File: src/rtl/alu_sequencer.sv
// alu_sequencer: multi-cycle fetch/decode/execute control unit for the 8-bit
// combinational ALU. It fetches 16-bit words from a synchronous program ROM,
// drives the ALU with ACC and one register-file entry, and writes results back
// to ACC, the register file and a latched flag register.
//
// Instruction word: [15:10] opcode, [9:8] reserved, [7:0] operand/immediate.
// Opcode encoding (shared with the ALU):
//   NOP 00  LDI 01  LDR 02  STR 03  JMP 04  JZ 05  JC 06  HLT 07
//   ADD 10  SUB 11  AND 12  OR 13   XOR 14  NOT 15 INC 16 DEC 17 RL 18 RR 19
// Any unlisted opcode behaves as NOP.
module alu_sequencer #(
  parameter int PC_W  = 8,
  parameter int RF_AW = 3
) (
  input  logic            clk,
  input  logic            rst,
  input  logic            run,
  output logic [PC_W-1:0] prog_addr,
  input  logic [15:0]     prog_data,
  output logic [5:0]      alu_instr_code,
  output logic [7:0]      alu_in_data,
  output logic [7:0]      alu_reg_file,
  input  logic [7:0]      alu_result,
  input  logic            alu_flag_z,
  input  logic            alu_flag_cy,
  input  logic            alu_flag_s,
  input  logic            alu_flag_p,
  output logic [7:0]      acc,
  output logic [4:0]      flags,
  output logic            halted
);

  localparam logic [5:0] OP_NOP = 6'h00;
  localparam logic [5:0] OP_LDI = 6'h01;
  localparam logic [5:0] OP_LDR = 6'h02;
  localparam logic [5:0] OP_STR = 6'h03;
  localparam logic [5:0] OP_JMP = 6'h04;
  localparam logic [5:0] OP_JZ  = 6'h05;
  localparam logic [5:0] OP_JC  = 6'h06;
  localparam logic [5:0] OP_HLT = 6'h07;
  localparam logic [5:0] OP_ADD = 6'h10;
  localparam logic [5:0] OP_SUB = 6'h11;
  localparam logic [5:0] OP_AND = 6'h12;
  localparam logic [5:0] OP_OR  = 6'h13;
  localparam logic [5:0] OP_XOR = 6'h14;
  localparam logic [5:0] OP_NOT = 6'h15;
  localparam logic [5:0] OP_INC = 6'h16;
  localparam logic [5:0] OP_DEC = 6'h17;
  localparam logic [5:0] OP_RL  = 6'h18;
  localparam logic [5:0] OP_RR  = 6'h19;

  localparam int RF_N = 2**RF_AW;

  typedef enum logic [1:0] {
    S_FETCH   = 2'd0,
    S_DECODE  = 2'd1,
    S_EXECUTE = 2'd2,
    S_HALT    = 2'd3
  } state_t;

  // Decoded control for the instruction held in IR.
  typedef struct packed {
    logic alu_op;   // ACC <= ALU result, z/s/p updated
    logic is_add;   // carry flag also updated
    logic ld_imm;   // ACC <= immediate
    logic ld_reg;   // ACC <= RF[n]
    logic st_reg;   // RF[n] <= ACC
    logic jmp;      // unconditional jump
    logic jz;       // jump if latched z
    logic jc;       // jump if latched cy
    logic hlt;      // enter HALT after this EXECUTE
  } ctl_t;

  state_t            state, state_nx;
  logic [PC_W-1:0]   pc;
  logic [5:0]        ir_op;
  logic [7:0]        ir_opnd;
  logic [7:0]        rf [RF_N];
  logic              flag_z, flag_cy, flag_s, flag_p;
  ctl_t              ctl;
  logic              take_jump;
  logic [RF_AW-1:0]  rf_idx;
  logic              unused_rsvd;

  // Reserved instruction bits are architecturally ignored.
  assign unused_rsvd = ^prog_data[9:8];

  assign rf_idx         = ir_opnd[RF_AW-1:0];
  assign prog_addr      = pc;
  assign alu_instr_code = ir_op;
  assign alu_in_data    = acc;
  assign alu_reg_file   = rf[rf_idx];
  assign flags          = {flag_s, flag_p, 1'b0, flag_cy, flag_z};
  assign halted         = (state == S_HALT);

  // Opcode decode; unknown opcodes fall through as all-zero control (NOP).
  always_comb begin
    ctl = '0;
    unique case (ir_op)
      OP_LDI: ctl.ld_imm = 1'b1;
      OP_LDR: ctl.ld_reg = 1'b1;
      OP_STR: ctl.st_reg = 1'b1;
      OP_JMP: ctl.jmp    = 1'b1;
      OP_JZ:  ctl.jz     = 1'b1;
      OP_JC:  ctl.jc     = 1'b1;
      OP_HLT: ctl.hlt    = 1'b1;
      OP_ADD: begin
        ctl.alu_op = 1'b1;
        ctl.is_add = 1'b1;
      end
      OP_SUB, OP_AND, OP_OR, OP_XOR, OP_NOT,
      OP_INC, OP_DEC, OP_RL, OP_RR: ctl.alu_op = 1'b1;
      default: ctl = '0;
    endcase
  end

  // Conditional jumps look at flags latched before this instruction.
  assign take_jump = ctl.jmp | (ctl.jz & flag_z) | (ctl.jc & flag_cy);

  // FSM state register.
  always_ff @(posedge clk or posedge rst) begin
    if (rst) state <= S_FETCH;
    else     state <= state_nx;
  end

  // FSM next-state: FETCH stalls on !run, HALT is terminal until reset.
  always_comb begin
    state_nx = state;
    unique case (state)
      S_FETCH:   if (run) state_nx = S_DECODE;
      S_DECODE:  state_nx = S_EXECUTE;
      S_EXECUTE: state_nx = ctl.hlt ? S_HALT : S_FETCH;
      S_HALT:    state_nx = S_HALT;
      default:   state_nx = S_FETCH;
    endcase
  end

  // PC and IR: latch ROM word and advance in DECODE, redirect on a taken jump.
  always_ff @(posedge clk or posedge rst) begin
    if (rst) begin
      pc      <= '0;
      ir_op   <= '0;
      ir_opnd <= '0;
    end else if (state == S_DECODE) begin
      ir_op   <= prog_data[15:10];
      ir_opnd <= prog_data[7:0];
      pc      <= pc + 1'b1;
    end else if (state == S_EXECUTE && take_jump) begin
      pc      <= PC_W'(ir_opnd);
    end
  end

  // ACC and flags written back at the end of EXECUTE.
  always_ff @(posedge clk or posedge rst) begin
    if (rst) begin
      acc     <= '0;
      flag_z  <= 1'b0;
      flag_cy <= 1'b0;
      flag_s  <= 1'b0;
      flag_p  <= 1'b0;
    end else if (state == S_EXECUTE) begin
      if (ctl.alu_op) begin
        acc    <= alu_result;
        flag_z <= alu_flag_z;
        flag_s <= alu_flag_s;
        flag_p <= alu_flag_p;
        if (ctl.is_add) flag_cy <= alu_flag_cy;
      end else if (ctl.ld_imm) begin
        acc <= ir_opnd;
      end else if (ctl.ld_reg) begin
        acc <= rf[rf_idx];
      end
    end
  end

  // Register file: cleared on reset, written by STR at the end of EXECUTE.
  always_ff @(posedge clk or posedge rst) begin
    if (rst) begin
      for (int i = 0; i < RF_N; i++) rf[i] <= '0;
    end else if (state == S_EXECUTE && ctl.st_reg) begin
      rf[rf_idx] <= acc;
    end
  end

endmodule

File: config.mk
export PLATFORM = sky130hd
export DESIGN_NAME = alu_sequencer
export DESIGN_NICKNAME = d
export VERILOG_FILES = /design/src/rtl/alu_sequencer.sv
export SDC_FILE = /design/constraint.sdc
export NUM_CORES = 1
export LEC_CHECK = 0
export CORE_MARGIN = 2
export CORE_UTILIZATION = 49
export DETAILED_ROUTE_END_ITERATION = 8
export PLACE_DENSITY = 0.77
export RECOVER_POWER = 50
export SLEW_MARGIN = 0
export SYNTH_ARGS = -nofsm -noshare
export SYNTH_HDL_FRONTEND = slang
export SYNTH_SLANG_ARGS = --single-unit
File: constraint.sdc
create_clock -name clk -period 3.18 [get_ports clk]
set_input_delay 0.636 -clock clk [delete_from_list [all_inputs] [get_ports clk]]
set_output_delay 0.636 -clock clk [all_outputs]
set_load 0.01 [all_outputs]
## After elaboration in Yosys (flattened, before gate mapping)

Index checks and enable logic that the tools add are counted.

| storage, ports and cells | value |
|---|---|
| input port bits | 31 |
| output and inout port bits | 44 |
| register bits | 100 |

| operators by class | value |
|---|---|
| bitwise operators | 5 |
| equal/unequal tests | 21 |
| multiplexer cells | 23 |
| $lt $le $gt $ge | 2 |
| add/subtract/negate cells | 1 |
| reductions and logical operators | 10 |

Operators by type and width:

| operator | number |
|---|---|
| bitwise mux 64 bit | 1 |
| two-way mux 8 bit | 8 |
| == test 6 x 5 -> 1 bit (second input constant) | 10 |
| binary-select mux 8 bit (select 3 bit) | 1 |
| demux 8 bit (select 3 bit) | 1 |
| == test 6 x 3 -> 1 bit (second input constant) | 4 |
| == test 6 x 2 -> 1 bit (second input constant) | 2 |
| OR reduction 10 bit | 1 |
| two-way mux 1 bit | 9 |
| adder 8 x 1 -> 8 bit (second input constant) | 1 |
| one-hot mux 2 bit (4 select lines) | 1 |
| == test 6 x 1 -> 1 bit (second input constant) | 1 |
| == test 2 bit (second input constant) | 2 |
| >= comparator 4 bit (second input constant) | 1 |
| less-than comparator 4 x 1 -> 1 bit (second input constant) | 1 |
| two-way mux 2 bit | 2 |
| inverter 3 -> 4 bit | 1 |
| AND reduction 2 bit | 2 |
| logical AND 1 bit | 3 |
| AND reduction 3 bit | 1 |
| nonzero test 3 bit | 1 |
| AND 1 bit | 2 |
| == test 2 x 1 -> 1 bit (second input constant) | 1 |
| logical NOT 2 bit | 1 |
| 3 further kinds | 4 |

## Longest topological paths before layout

| logic depth | value |
|---|---|
| depth after elaboration | 8 |
| depth in mapped cells | 6 |
| gate-level depth less buffers | 5 |

## Least setup slack after synthesis

No wires, ideal clock.

| timing path | value |
|---|---|
| path kind | register -> output |
| start point | register ir_opnd[0] |
| end point | output alu_reg_file[2] |
| arrival | 1.534 ns |
| path slack | 1.010 ns |
| cell stages (with the launch flop) | 5 |
| cell sequence | dfrtp_1 -> buf_2 -> buf_2 -> mux4_2 -> mux2_2 |

| between the ends | value |
|---|---|
| cells in the longest elaborated chain, start to end | 4 |

RTL lines:

| item | line | RTL |
|---|---|---|
| start: declaration | 77 | `logic [7:0] ir_opnd;` |
| start signal: assignment | 146 | `ir_opnd <= prog_data[7:0];` |
| inverter 3 -> 4 bit (not written as such) | 92 | `assign alu_reg_file = rf[rf_idx];` |
| binary-select mux 8 bit (select 3 bit) | 92 |  |
| two-way mux 8 bit (not written as such) (2 in series) | 92 |  |
| end: declaration | 22 | `output logic [7:0] alu_reg_file,` |

No other way between the ends. The select of a mux whose other input is x is not followed.

## Worst setup path in the final report

| timing path | value |
|---|---|
| start point | register ir_opnd[1] |
| end point | output alu_reg_file[2] |

The elaborated chain is that of the path after synthesis.

==> impl_metrics.toml <==
[run_status]
outcome = "finished clean"

[clock_tree]
post-cts-setup-buffers = 0
cts_resized = 1
hold_buffers = 0
clockBufferDepth = 2
clk_pin_slew_ps = 90
cts_buffers = 9
worstSkewPairLatency_ps = 360
cts_root_buffer = "clkbuf_8"
h-tree-depth = 3
clock_sinks = 100
tritoncts = "built"

[yosys]
synth_area_leaders = "dfrtp_1 (51%), mux2_2 (15%), mux4_2 (7.3%)"
synth.avg_cell_area_um2 = 12.54
ys_seq_area_share_pct = 51.02
synthDistinctLibCells = 53
synthesis.area_um2 = 4905
synth_edf_count = 0
yosysTopAreaCell = "dfrtp_1"
yosysWarnings = 0
yosysMostFrequentCell = "dfrtp_1"
async_flop_share_pct = 100.0
syn_inst = 391
ys_seq_elements = 100
ys_top_cells_by_count = "dfrtp_1 (100), mux2_2 (65), nand2_1 (56)"
synth_fp_nets = 423
ys.flop_type = "dfrtp_1"
netlist.area_leader.share_pct = 51.02

[detailed_routing]
dr.first_iter.drc_count = 206
first_pass_iters = 4
vias = 3297
totalWireLength_um = 11140
drc = 0
avgViaCountPerCell = 5.655
postRouteAntennaNets = 0
wl_per_cell_um = 19.11

[worst_setup_path]
path_class = "reg2out"
critical-path-top-delay-family = "buffers and inverters"
worstPathRequired_ps = 2540
critPathMaxStageDelay_ps = 590
start_kind = "register"
crit_arrival_ps = 2370
endpoint_kind = "primary output"
path_cells = "buf_4 > mux4_2 > mux2_2 > clkdlybuf4s50_1"
crit_path_top_delay_cell = "dfrtp_4"
crit_buf_inv = 2
crit_fanout = 13

[die]
num_io_pins = 75
fp-row-count = 36
dieWidth_um = 104.0
core_um2 = 9729
die_height_um = 104.0
start_util_pct = 50.41
dieArea_um2 = 10830

[power_and_ir_drop]
p_leak_uw = 0.002669
intPower_uw = 3043
p_clk_share_pct = 15.3
powerDensity_nw_per_um2 = 839.2
switchingPower_uw = 1831
sw_frac_of_total_pct = 37.57
irDropWorstVdd_uv = 362.9
comb_power_share_pct = 40.1
pwr-share-seq_pct = 44.6

[sta]
worst_pin_slew_ps = 1196
fin_crit_ps = 3008
period_share_pct = 94.60
finalSetupTns_ps = 0
setup_viol_count_final = 0
rsz0062_at_grt = "false"
relSlewSlack_pct = 19.65
drv_slew = 0
hold_violations = 0
fmaxAchievable_mhz = 332.4
holdWs_ps = 483.7
skew_ps = 16.47

[global_route]
grtUsageMet2_pct = 35.29
grt_max_degree = 85
grt.total_usage_pct = 21.60
grt_pass1_vias = 3368
grt-ovfl-total = 0
antenna_found_initial = 0
busiest_layer = "met2"
grt_pass1_wl_um = 18350
use_met3_pct = 3.258
grt.met1_usage_pct = 30.24

[cells_and_area]
nNetsFinal = 478
fin_area_um2 = 5808
diodes = 0
fillers = 811
drive_above_1_share_pct = 27.11
final_core_util_pct = 59.70
syn_to_final_growth_pct = 18.42

[min_path]
hp-class = "reg2reg"

[placement]
io_buffers = 71
place_area_um2 = 5658
dp.final_hpwl_um = 7594
gp_congestion = 0.8257

[run]
max_cap_violations = 0
sequential cells by signal, summed over array words and instances, names as in the netlist, 2 cells and up:
name	flops
prog_addr	8
ir_opnd	8
alu_instr_code	6
acc	8
rf	64
state	2
layer usage:
metal	part of all wire, %	vias to the layer above
met5	0	-
met4	1.6	0
met3	3.9	15
met2	50	80
met1	45	1695
li1	-	1507
area by class of cell:
cell class	count	area, um2	area share [%]
multi-input cells	254	2187	37.66
clock buffers	12	155.1	2.671
well taps	133	166.4	2.865
inverters	3	12.51	0.2154
flip-flops and latches	100	2506	43.15
clock inverters	3	21.27	0.3662
repair buffers	78	759.5	13.08
tightest hold or removal path, delay by kind of cell, from the launching register on:
| kind | cells | cell delay (ps) |
|---|---|---|
| simple gates | 2 | 110 |
| flops | 1 | 340 |
through the flow:
| stage | power [uW] | setup slack [ps] | instances |
|---|---|---|---|
| detailed placement | 4177 | 219.4 | 568 |
| global route | 5185 | 71.59 | 583 |
| global placement | 4096 | 262.7 | 568 |
| CTS | 4929 | 80.96 | 583 |
| floorplan | 3377 | 1010 | 391 |
| finish | 4874 | 171.7 | 583 |
worst paths after layout:
path / cells past startpoint / end / slack [ps] / from
min in group asynchronous: 2 / rf[20] / 820 / rst
setup reg to reg: 4 / rf[62] / 230 / alu_instr_code[3]
max in group asynchronous: 3 / ir_opnd[1] / 660 / rst
hold reg to reg: 2 / flag_p / 480 / flag_p
setup / recovery: 4 / alu_reg_file[2] / 170 / ir_opnd[1]
hold / removal: 2 / flag_p / 480 / flag_p
placed cells by master, fill, tap and decap left out, types with 5 or more instances in the layout:
master / instances
dfrtp_1: 99
clkdlybuf4s50_1: 68
mux2_2: 65
nand2_1: 56
mux4_2: 16
nor2_1: 13
clkbuf_8: 11
nand3_1: 10
a21oi_1: 10
o21ai_0: 9
mux2_4: 8
buf_4: 5
power by group through the flow:
stage	Sequential [uW]	Clock, uW	Combinational [uW]
after global routing	2250	820	2110
after detailed placement	2200	0	1980
after floorplan	2040	0	1340
after global placement	2170	0	1930
after CTS	2180	765	1990
final	2170	746	1950
logic make-up (layout without fill, tap and decap cells):
family / count (synthesis) / in the layout / synth area share, %
simple gates: 114 / 114 / 12.55
flops: 100 / 100 / 51.02
mux: 93 / 93 / 25.54
compound gates: 43 / 43 / 6.046
buf+inv: 37 / 96 / 4.158
xor+xnor: 2 / 2 / 0.3572
fa+ha+maj: 1 / 1 / 0.2551
other cells: 1 / 1 / 0.07646
(Power assumes the default switching activity.)
